**config.mk**
```make
export PLATFORM = sky130hd
export DESIGN_NAME = iter_divider
export DESIGN_NICKNAME = d
export VERILOG_FILES = /design/src/rtl/iter_divider.sv
export SDC_FILE = /design/constraint.sdc
export NUM_CORES = 1
export LEC_CHECK = 0
export BUFFER_PORTS_ARGS = -buffer_cell sky130_fd_sc_hd__buf_4
export CORE_MARGIN = 2
export CORE_UTILIZATION = 59
export CTS_CLUSTER_DIAMETER = 150
export DETAILED_ROUTE_END_ITERATION = 8
export MAX_ROUTING_LAYER = met4
export PLACE_DENSITY = 0.9
export SYNTH_ARGS = -nofsm -noshare
export SYNTH_HDL_FRONTEND = slang
export SYNTH_SLANG_ARGS = --single-unit
```
**constraint.sdc**
```tcl
create_clock -name clk -period 6.25 [get_ports clk]
set_clock_uncertainty 0.05 [all_clocks]
set_input_delay 1.25 -clock clk [delete_from_list [all_inputs] [get_ports clk]]
set_output_delay 1.25 -clock clk [all_outputs]
set_load 0.02 [all_outputs]
```
**src/rtl/iter_divider.sv**
```systemverilog
// iter_divider: multi-cycle radix-2 restoring divider for DIV/DIVU/REM/REMU.
// One shift-subtract step per cycle on operand magnitudes, sign fix-up at the end.
module iter_divider #(
   parameter int WIDTH = 32
) (
   input  logic             clk,
   input  logic             reset,
   input  logic             start,
   input  logic             is_signed,
   input  logic             op_rem,
   input  logic [WIDTH-1:0] dividend,
   input  logic [WIDTH-1:0] divisor,
   output logic             busy,
   output logic             done,
   output logic [WIDTH-1:0] result,
   output logic             div_by_zero
);

   localparam int CW = $clog2(WIDTH + 1);

   localparam logic [1:0] IDLE = 2'd0;
   localparam logic [1:0] RUN  = 2'd1;
   localparam logic [1:0] FIN  = 2'd2;

   logic [1:0]       state;
   logic [CW-1:0]    count;
   logic [WIDTH:0]   prem;
   logic [WIDTH-1:0] quo;
   logic [WIDTH-1:0] dvs;
   logic             sign_a;
   logic             sign_b;
   logic             rem_sel;
   logic             sgn_sel;
   logic             zero_div;

   logic [WIDTH-1:0] abs_a;
   logic [WIDTH-1:0] abs_b;
   logic [WIDTH:0]   shifted;
   logic [WIDTH:0]   diff;
   logic [WIDTH-1:0] q_fix;
   logic [WIDTH-1:0] r_fix;

   // operand magnitudes; unsigned ops pass straight through
   assign abs_a = (is_signed && dividend[WIDTH-1]) ? -dividend : dividend;
   assign abs_b = (is_signed && divisor[WIDTH-1])  ? -divisor  : divisor;

   // one restoring step: shift next dividend bit in, trial-subtract divisor
   assign shifted = {prem[WIDTH-1:0], quo[WIDTH-1]};
   assign diff    = shifted - {1'b0, dvs};

   // quotient negative iff signs differ; remainder follows the dividend
   assign q_fix = (sgn_sel && (sign_a ^ sign_b)) ? -quo : quo;
   assign r_fix = (sgn_sel && sign_a) ? -prem[WIDTH-1:0] : prem[WIDTH-1:0];

   assign busy = (state != IDLE);

   // controller and datapath; zero divisor spends one idle RUN cycle before FIN
   always_ff @(posedge clk or posedge reset) begin
      if (reset) begin
         state       <= IDLE;
         count       <= '0;
         prem        <= '0;
         quo         <= '0;
         dvs         <= '0;
         sign_a      <= 1'b0;
         sign_b      <= 1'b0;
         rem_sel     <= 1'b0;
         sgn_sel     <= 1'b0;
         zero_div    <= 1'b0;
         done        <= 1'b0;
         result      <= '0;
         div_by_zero <= 1'b0;
      end else begin
         done <= 1'b0;
         case (state)
            IDLE: begin
               if (start) begin
                  sign_a  <= dividend[WIDTH-1];
                  sign_b  <= divisor[WIDTH-1];
                  rem_sel <= op_rem;
                  sgn_sel <= is_signed;
                  prem    <= '0;
                  state   <= RUN;
                  if (divisor == '0) begin
                     zero_div <= 1'b1;
                     quo      <= dividend;
                     dvs      <= '0;
                     count    <= CW'(WIDTH - 1);
                  end else begin
                     zero_div <= 1'b0;
                     quo      <= abs_a;
                     dvs      <= abs_b;
                     count    <= '0;
                  end
               end
            end
            RUN: begin
               if (!zero_div) begin
                  if (!diff[WIDTH]) begin
                     prem <= diff;
                     quo  <= {quo[WIDTH-2:0], 1'b1};
                  end else begin
                     prem <= shifted;
                     quo  <= {quo[WIDTH-2:0], 1'b0};
                  end
               end
               count <= count + CW'(1);
               if (count == CW'(WIDTH - 1)) state <= FIN;
            end
            FIN: begin
               done        <= 1'b1;
               div_by_zero <= zero_div;
               if (zero_div) result <= rem_sel ? quo : '1;
               else          result <= rem_sel ? r_fix : q_fix;
               count <= '0;
               state <= IDLE;
            end
            default: state <= IDLE;
         endcase
      end
   end

endmodule

```
==> results of run 1 <==
kinds of logic after synthesis:
family,count (synthesis)
xor+xnor,116
flops,143
buf+inv,165
mux,16
fa+ha+maj,41
simple gates,427
compound gates,431
critical path, cell delays in order:
cell and delay [ns]:
sky130_fd_sc_hd__buf_4 0.13, sky130_fd_sc_hd__or4_4 0.53, sky130_fd_sc_hd__or3_4 0.38, sky130_fd_sc_hd__nor3_4 0.27
sky130_fd_sc_hd__nand4_1 0.21, sky130_fd_sc_hd__or3_1 0.54, sky130_fd_sc_hd__nand3_1 0.43, sky130_fd_sc_hd__nor2_1 0.13
sky130_fd_sc_hd__xnor2_1 0.19, sky130_fd_sc_hd__o221ai_1 0.15
area by class of cell:
| cell class | count | area, um^2 | area share |
|---|---|---|---|
| Sequential cell | 143 | 3580 | 0.293 |
| Clock buffer | 18 | 439 | 0.0359 |
| Inverter | 85 | 324 | 0.0265 |
| Clock inverter | 14 | 180 | 0.0147 |
| Multi-Input combinational cell | 1031 | 6580 | 0.538 |
| Timing Repair Buffer | 112 | 841 | 0.0688 |
| Tap cell | 229 | 287 | 0.0234 |
flip-flops by register name, summed over array words and instances (netlist names):
register	flops
quo	32
done	1
sgn_sel	1
sign_a	1
zero_div	1
count	6
sign_b	1
dvs	32
prem	32
state	2
rem_sel	1
div_by_zero	1
result	32
how the worst max path moves through the flow:
stage	startpoint	endpoint	slack, ns	depth (start not counted)
floorplan	reset	count[0]	1.11	1
global placement	divisor[7]	quo[22]	1.97	10
detailed placement	divisor[7]	quo[17]	1.88	10
CTS	divisor[7]	quo[22]	2.27	10
global route	divisor[7]	quo[14]	2.13	10
finish	divisor[7]	quo[22]	2.24	10
report_power, final:
part           switching (W)  internal, W  leakage (nW)
clock               0.000435     0.000645         0.291
sequential          0.000551      0.00134          1.84
combinational        0.00297      0.00186          3.08
total                0.00395      0.00385          5.22
stage by stage:
stage | power, W | worst slack, ns | hold WS, ns
global route | 0.00836 | 2.13 | 0.464
detailed placement | 0.00655 | 1.88 | 0.420
CTS | 0.00769 | 2.27 | 0.436
floorplan | 0.00534 | 1.11 | 0.400
finish | 0.00780 | 2.24 | 0.435
global placement | 0.00639 | 1.97 | 0.413
cell usage in the layout (no fill, tap or decap), drive strengths merged, types with 20 or more instances in the layout:
cell and instances:
a21oi 108, xor2 60, dfrtp 143, buf 112
inv 89, o21ai 120, o221ai 55, xnor2 56
nand2 199, ha 40, nand2b 21, o311ai 22
nor2 65, nand3 35, nor3 20
routing by layer:
layer	vias to the layer above	share of wire	global-route usage
met5	-	0	-
met4	0	0.037	0.137
met3	102	0.093	0.0528
met2	602	0.45	0.480
met1	5057	0.42	0.446
li1	4961	-	-
==> results summary, run 1 <==
The flow ran to the end, and the final reports show no timing, DRC or antenna violations. In the synthesized netlist, the cells that appear most often are sky130_fd_sc_hd__nand2_1 (199), sky130_fd_sc_hd__dfrtp_1 (143), sky130_fd_sc_hd__a21oi_1 (108), sky130_fd_sc_hd__o21ai_0 (101), sky130_fd_sc_hd__inv_1 (85). The power per cell area came out at 638 nW/um^2. Summed over all instances, the cell type with the most area after synthesis is sky130_fd_sc_hd__dfrtp_1.

The via count of the first global-routing pass is 9978. The worst hold path terminates at dvs[26]. The synthesized design contains 0 enable-type register cells. The share of synthesized flip-flops with an asynchronous set or reset came out at 1.00. The global-route usage over all layers is 0.325. The leakage power figure is 5.22 nW. In this run the core area contains 49 standard-cell rows.

The total DRC errors in the routed layout came out at 0. The H-tree depth came out at 4. The y dimension of the die is 139 um. Clock tree synthesis selected as its root buffer the cell sky130_fd_sc_hd__clkbuf_16. The final clock period utilization by the worst path is 0.642. The element type at the critical path end is a flop. The final setup violation count is 0.

The timing-limited maximum frequency came out at 249 MHz. The final core area utilization came out at 0.683. The launch point of the worst hold path is dvs[26]. The endpoint of the worst register-to-register path is prem[7]. The sequential cell area fraction in the yosys report is 0.333. Among all flip-flop cells after synthesis, the most frequent one is sky130_fd_sc_hd__dfrtp_1. The total cell area at the placement stage is 11600 um^2. The area fraction in compound gates after synthesis is 0.262. The final standard cell count with taps included and fillers excluded is 1632.

The detail-routed via count per cell is 6.57. Relative to the synthesized area, the layout overhead comes to 13.7%. The worst path arrival time is 4.22 ns. The count of cells resized by post-cts repair came out at 0. After detailed routing, the average wire length per cell comes to 18.9 um. The detailed-route wire length is 30800 um. The flop-to-flop setup slack came out at 2.45 ns.

In this run the worst hold path is classified as reg -> reg. The DRC violation total after the first TritonRoute iteration is 1304. The total instance count after detailed placement came out at 1600. The synthesized area per cell is 8.03 um^2.

The remaining antenna violation count is 0. During I/O placement, the number of pins put on the boundary was 104. Summed over all nets, the half-perimeter wirelength after detailed placement is 21500 um. The layout net count is 1500. The final count of pins violating max slew came to 0.

By area, the combinational part of the netlist is dominated by compound AO/OA/AOI/OAI gates. The reported max-cap violation count is 0. During synthesis, Yosys emitted a total of 0 warnings. The share of final-layout standard cells stronger than drive strength 1 is 0.120. The remaining max-slew budget at the tightest pin came out at 0.212. The clock insertion delay at the later pin of the skew report came out at 0.44 ns. The number of buffers created by CTS came out at 17.

The initial antenna violation count was 0. The total inserted antenna cells is 0. The core box area is 17900 um^2.

The clock transition at the register clock pins on the worst setup and hold paths after CTS is 0.07 ns. The simple-gate portion of the synthesized area came out at 0.188. The cell area after synthesis is 10800 um^2. The number of cells on the worst reg-to-reg path is 13. The area share of fa/ha/maj cells after synthesis came out at 0.0484.

sky130_fd_sc_hd__nand2_1 is the most common cell in the netlist. TritonCTS built the clock tree. The last weighted congestion value of the routability-driven placer is 0.978. Counting along the longest clock path gives a buffer depth of 2. The clock sink total is 143. The final design instance area without fill is 12200 um^2. The clock period could shrink to 4.01 ns.

The residual overflow from global routing came out at 0. Setup repair after global routing left no endpoint under its margin. The actual slew at the worst max-slew pin is 1.18 ns. The required time of the critical path is 6.46 ns. IR analysis of the VDD net gives a maximum drop of 0.000564 V. The area of the die is 19300 um^2.

The final number of hold-violating endpoints came to 0. The first global-routing pass estimated 49900 um of wire. Post-CTS timing repair inserted 0 buffers for setup.

The xor-xnor portion of the synthesized cell area is 0.0945. The flip-flop and latch count after synthesis is 143. The hold-fix buffer count after cts is 0. Along the worst hold path, the cell count comes to 2. The worst register-to-register path begins at quo[31]. The fill cell total of the finished layout came out at 1418. By area the synthesized netlist is led by sky130_fd_sc_hd__dfrtp_1 (33%), sky130_fd_sc_hd__nand2_1 (6.9%), sky130_fd_sc_hd__a21oi_1 (5.0%), sky130_fd_sc_hd__xor2_1 (4.9%), sky130_fd_sc_hd__o21ai_0 (4.7%). The setup TNS after final layout is 0 ns. The die is 139 um wide. The pin count of the biggest net entering global routing is 97. The post-synthesis net count came out at 1449. The number of cells produced by synthesis is 1339.

In this run the tool buffered the top-level ports with 103 buffer cells. For this configuration, the core starts out at a cell density of 0.601. The number of distinct library cells after synthesis came out at 66. The critical path launch point type is an input port.

The number of search-and-repair iterations in the first detailed-routing pass is 7. The count of vias placed by the detailed router came out at 10700. The proportion of netlist area held by the largest area contributor came out at 0.333. The critical path in this run is classified as in -> reg.

The mux share of post-synthesis cell area is 0.0156. The highest fanout seen on the critical path is 11.
(Power assumes the default switching activity.)
==> run 2, diff against run 1 <==
--- a/config.mk
+++ b/config.mk
@@ -7,11 +7,11 @@
 export LEC_CHECK = 0
 export BUFFER_PORTS_ARGS = -buffer_cell sky130_fd_sc_hd__buf_4
 export CORE_MARGIN = 2
-export CORE_UTILIZATION = 59
+export CORE_UTILIZATION = 55
 export CTS_CLUSTER_DIAMETER = 150
 export DETAILED_ROUTE_END_ITERATION = 8
 export MAX_ROUTING_LAYER = met4
-export PLACE_DENSITY = 0.9
+export PLACE_DENSITY = 0.88
 export SYNTH_ARGS = -nofsm -noshare
 export SYNTH_HDL_FRONTEND = slang
 export SYNTH_SLANG_ARGS = --single-unit
==> constraint.sdc (replaced) <==
create_clock -name clk -period 3.3 [get_ports clk]
set_clock_uncertainty 0.05 [all_clocks]
set_input_delay 0.66 -clock clk [delete_from_list [all_inputs] [get_ports clk]]
set_output_delay 0.66 -clock clk [all_outputs]
set_load 0.02 [all_outputs]
==> results summary, run 2 (synthesis gave the netlist of run 1 again) <==
The number of buffers created by CTS came to 17 (unchanged). The net switching component of the power came to 0.00803 W (+100%). The path class of the tightest hold or removal check is in -> async. The cell family contributing the most delay on the critical path is compound AO/OA/AOI/OAI gates. The leakage power figure is 5.68 nW (+8.9%). The number of buffers added on ports came out at 103 (unchanged). The switching part of the total came out at 0.500 (-0.00652). The clock insertion delay at the later pin of the skew report came out at 0.44 ns (about the same). The final clock period utilization by the worst path came out at 0.978. The clock sink total was 143 (unchanged).

The wire length of the first global-routing pass came out at 52400 um (+5.0%). The pin count of the biggest net entering global routing came out at 72 (-26%). The count of vias placed by the detailed router came to 11200 (+4.4%). The actual slew at the worst max-slew pin is 0.999 ns (-0.183 ns). Relative to the synthesized area, the layout overhead comes to 21.2%. The total internal power came out at 0.00803 W (+110%).

The TritonCTS clock tree is yes. The final period demand of the worst path is 3.23 ns. The die width came out at 144 um (+3.5%). The last weighted congestion value of the routability-driven placer is 0.999 (+2.1%). The number of search-and-repair iterations in the first detailed-routing pass is 9 (+2). The number of buffer and inverter stages on the critical path is 3 (+2). The via count of the first global-routing pass is 10200 (+2.5%). The detailed-route wire length is 32900 um (+6.7%). The clock transition at the register clock pins on the worst setup and hold paths after CTS is 0.07 ns (about the same). The routed wire length per instance came out at 18.7 um (-0.78%). The area of the die is 20700 um^2 (+7.1%). The core box area came out at 19300 um^2 (+8.0%). The setup TNS after final layout is 0 ns (unchanged). The clock root buffer is sky130_fd_sc_hd__clkbuf_16. The global-route usage over all layers is 0.327 (+0.00205). The detail-routed via count per cell came out at 6.38 (-2.9%). The share of power burned in registers is 0.209 (-0.034). The layout net count came out at 1587 (+5.8%).

The residual overflow from global routing was 0 (unchanged). The share of final-layout standard cells stronger than drive strength 1 is 0.179 (+0.0581). The worst path arrival time is 3.47 ns (-0.75 ns). In the layout the commonest cells are sky130_fd_sc_hd__nand2_1 (198), sky130_fd_sc_hd__buf_4 (190), sky130_fd_sc_hd__dfrtp_1 (143), sky130_fd_sc_hd__a21oi_1 (106), sky130_fd_sc_hd__o21ai_0 (100). The y dimension of the die came to 144 um (+3.5%). The most common cell after layout, fill and taps aside is sky130_fd_sc_hd__nand2_1.

The clock power share came out at 0.121 (-0.017). The effective utilization at floorplan is 0.556 (-0.0445). The pre-CTS worst setup slack came out at -0.153 ns (-2.03 ns). The HPWL after detailed placement came to 23700 um (+10%).

STA classifies the critical path endpoint as a flop. The category of the critical setup timing path is reg -> reg. The peak ir drop on the vdd network is 0.000724 V (+28%). The maximum clock insertion buffer count came to 2 (unchanged). The highest fanout seen on the critical path is 5 (-6).

The signal on the critical path passes through inv_1 > ha_1 > fa_1 > nand2b_1 > a21oi_2 > o211ai_1 > a21oi_1 > o21ai_1 > a31oi_2 > xnor2_2 > buf_2 > a2111oi_2 > buf_4 > o31ai_1. Based on the critical path, the design can be clocked at up to 310 MHz. The slowest stage of the critical path belongs to the cell sky130_fd_sc_hd__fa_1.

The total inserted antenna cells is 0 (unchanged). The remaining max-slew budget at the tightest pin came to 0.327 (+0.115). The combinational share of power came out at 0.670 (+0.051). The final setup violation count was 0 (unchanged). The hold-fix buffer count after cts came out at 0 (unchanged). The required time of the critical path came to 3.55 ns (-2.91 ns). The reported max-cap violation count is 0 (unchanged). The initial antenna violation count is 0 (unchanged).

The floorplan row count came out at 51 (+4.1%). The number of top-level pins came out at 104 (unchanged). The total DRC errors in the routed layout is 0 (unchanged).

The power per cell area came out at 1230 nW/um^2 (+93%). The flow ran to the end, and the final reports show no timing, DRC or antenna violations. The critical path launch point type is a flop.

The final count of pins violating max slew is 0 (unchanged). The remaining antenna violation count is 0 (unchanged). The DRC violation total after the first TritonRoute iteration came out at 1421 (+9.0%).

The final number of hold-violating endpoints came out at 0 (unchanged). The worst stage delay on the critical path was 0.40 ns (-0.14 ns). The H-tree depth is 4 (unchanged). The final setup slack of the worst path came out at 0.0726 ns (-2.16 ns).
==> run 2: worst register-to-register path, delay by kind of cell, from the launching register on <==
kind                       cells  cell delay [ns]
AOI/OAI and AO/OA              7             1.33
xor gates and xnor gates       1             0.10
adders and majority gates      2             0.62
buffers and inverters          3             0.42
DFF                            1             0.36
and+or+nand+nor                1             0.21
==> run 2: routing by layer <==
metal / track usage / routed length, um
met1: 0.442 / 13500
met2: 0.507 / 15200
met3: 0.0497 / 3290
met4: 0.104 / 897
met5: - / 0
==> run 2: layout make-up <==
cell class / count / area, um^2
clock buffer: 17 / 425
clock inverter: 15 / 159
fill: 1510 / 6300
inverter: 85 / 323
multi-input combinational: 1031 / 6630
sequential: 143 / 3580
tap: 265 / 332
timing repair buffer: 199 / 1590
==> run 2: final timing paths <==
check | startpoint | to | slack (ns) | cells after the start
max | quo[31] | prem[29] | 0.07 | 14
min | reset | count[2] | 0.32 | 2
max reg2reg | quo[31] | prem[29] | 0.07 | 14
min reg2reg | dvs[21] | dvs[21] | 0.43 | 2
max in group asynchronous | reset | result[22] | 2.16 | 3
min in group clk | op_rem | rem_sel | 0.42 | 2
==> run 2: power by group through the flow <==
stage	Clock (W)	Combinational, W	Sequential, W
floorplan	0	0.00674	0.00337
global placement	0	0.00975	0.00327
detailed placement	0	0.0100	0.00332
CTS	0.00195	0.0102	0.00330
global route	0.00202	0.0117	0.00342
finish	0.00194	0.0108	0.00336
==> run 2: stage by stage <==
stage                     total power (W)  instances  area (um^2)  hold WS (ns)   util
after floorplan                    0.0101       1339        10800         0.400      -
after global placement             0.0130       1718        12300         0.413  0.638
after detailed placement           0.0133       1718        12300         0.423  0.638
after CTS                          0.0154       1750        12900         0.324  0.668
after global routing               0.0171       1755        13000         0.363  0.674
final                              0.0161       1755        13000         0.317  0.674
==> run 2: repair_timing <==
item                                    in CTS  in global routing
endpoints found under the setup margin       4                 22
resized for setup                            1                 24
setup buffers                                0                  3
gates cloned                                 0                  2
hold endpoints to repair                     0                  0
pin swaps                                    1                  4
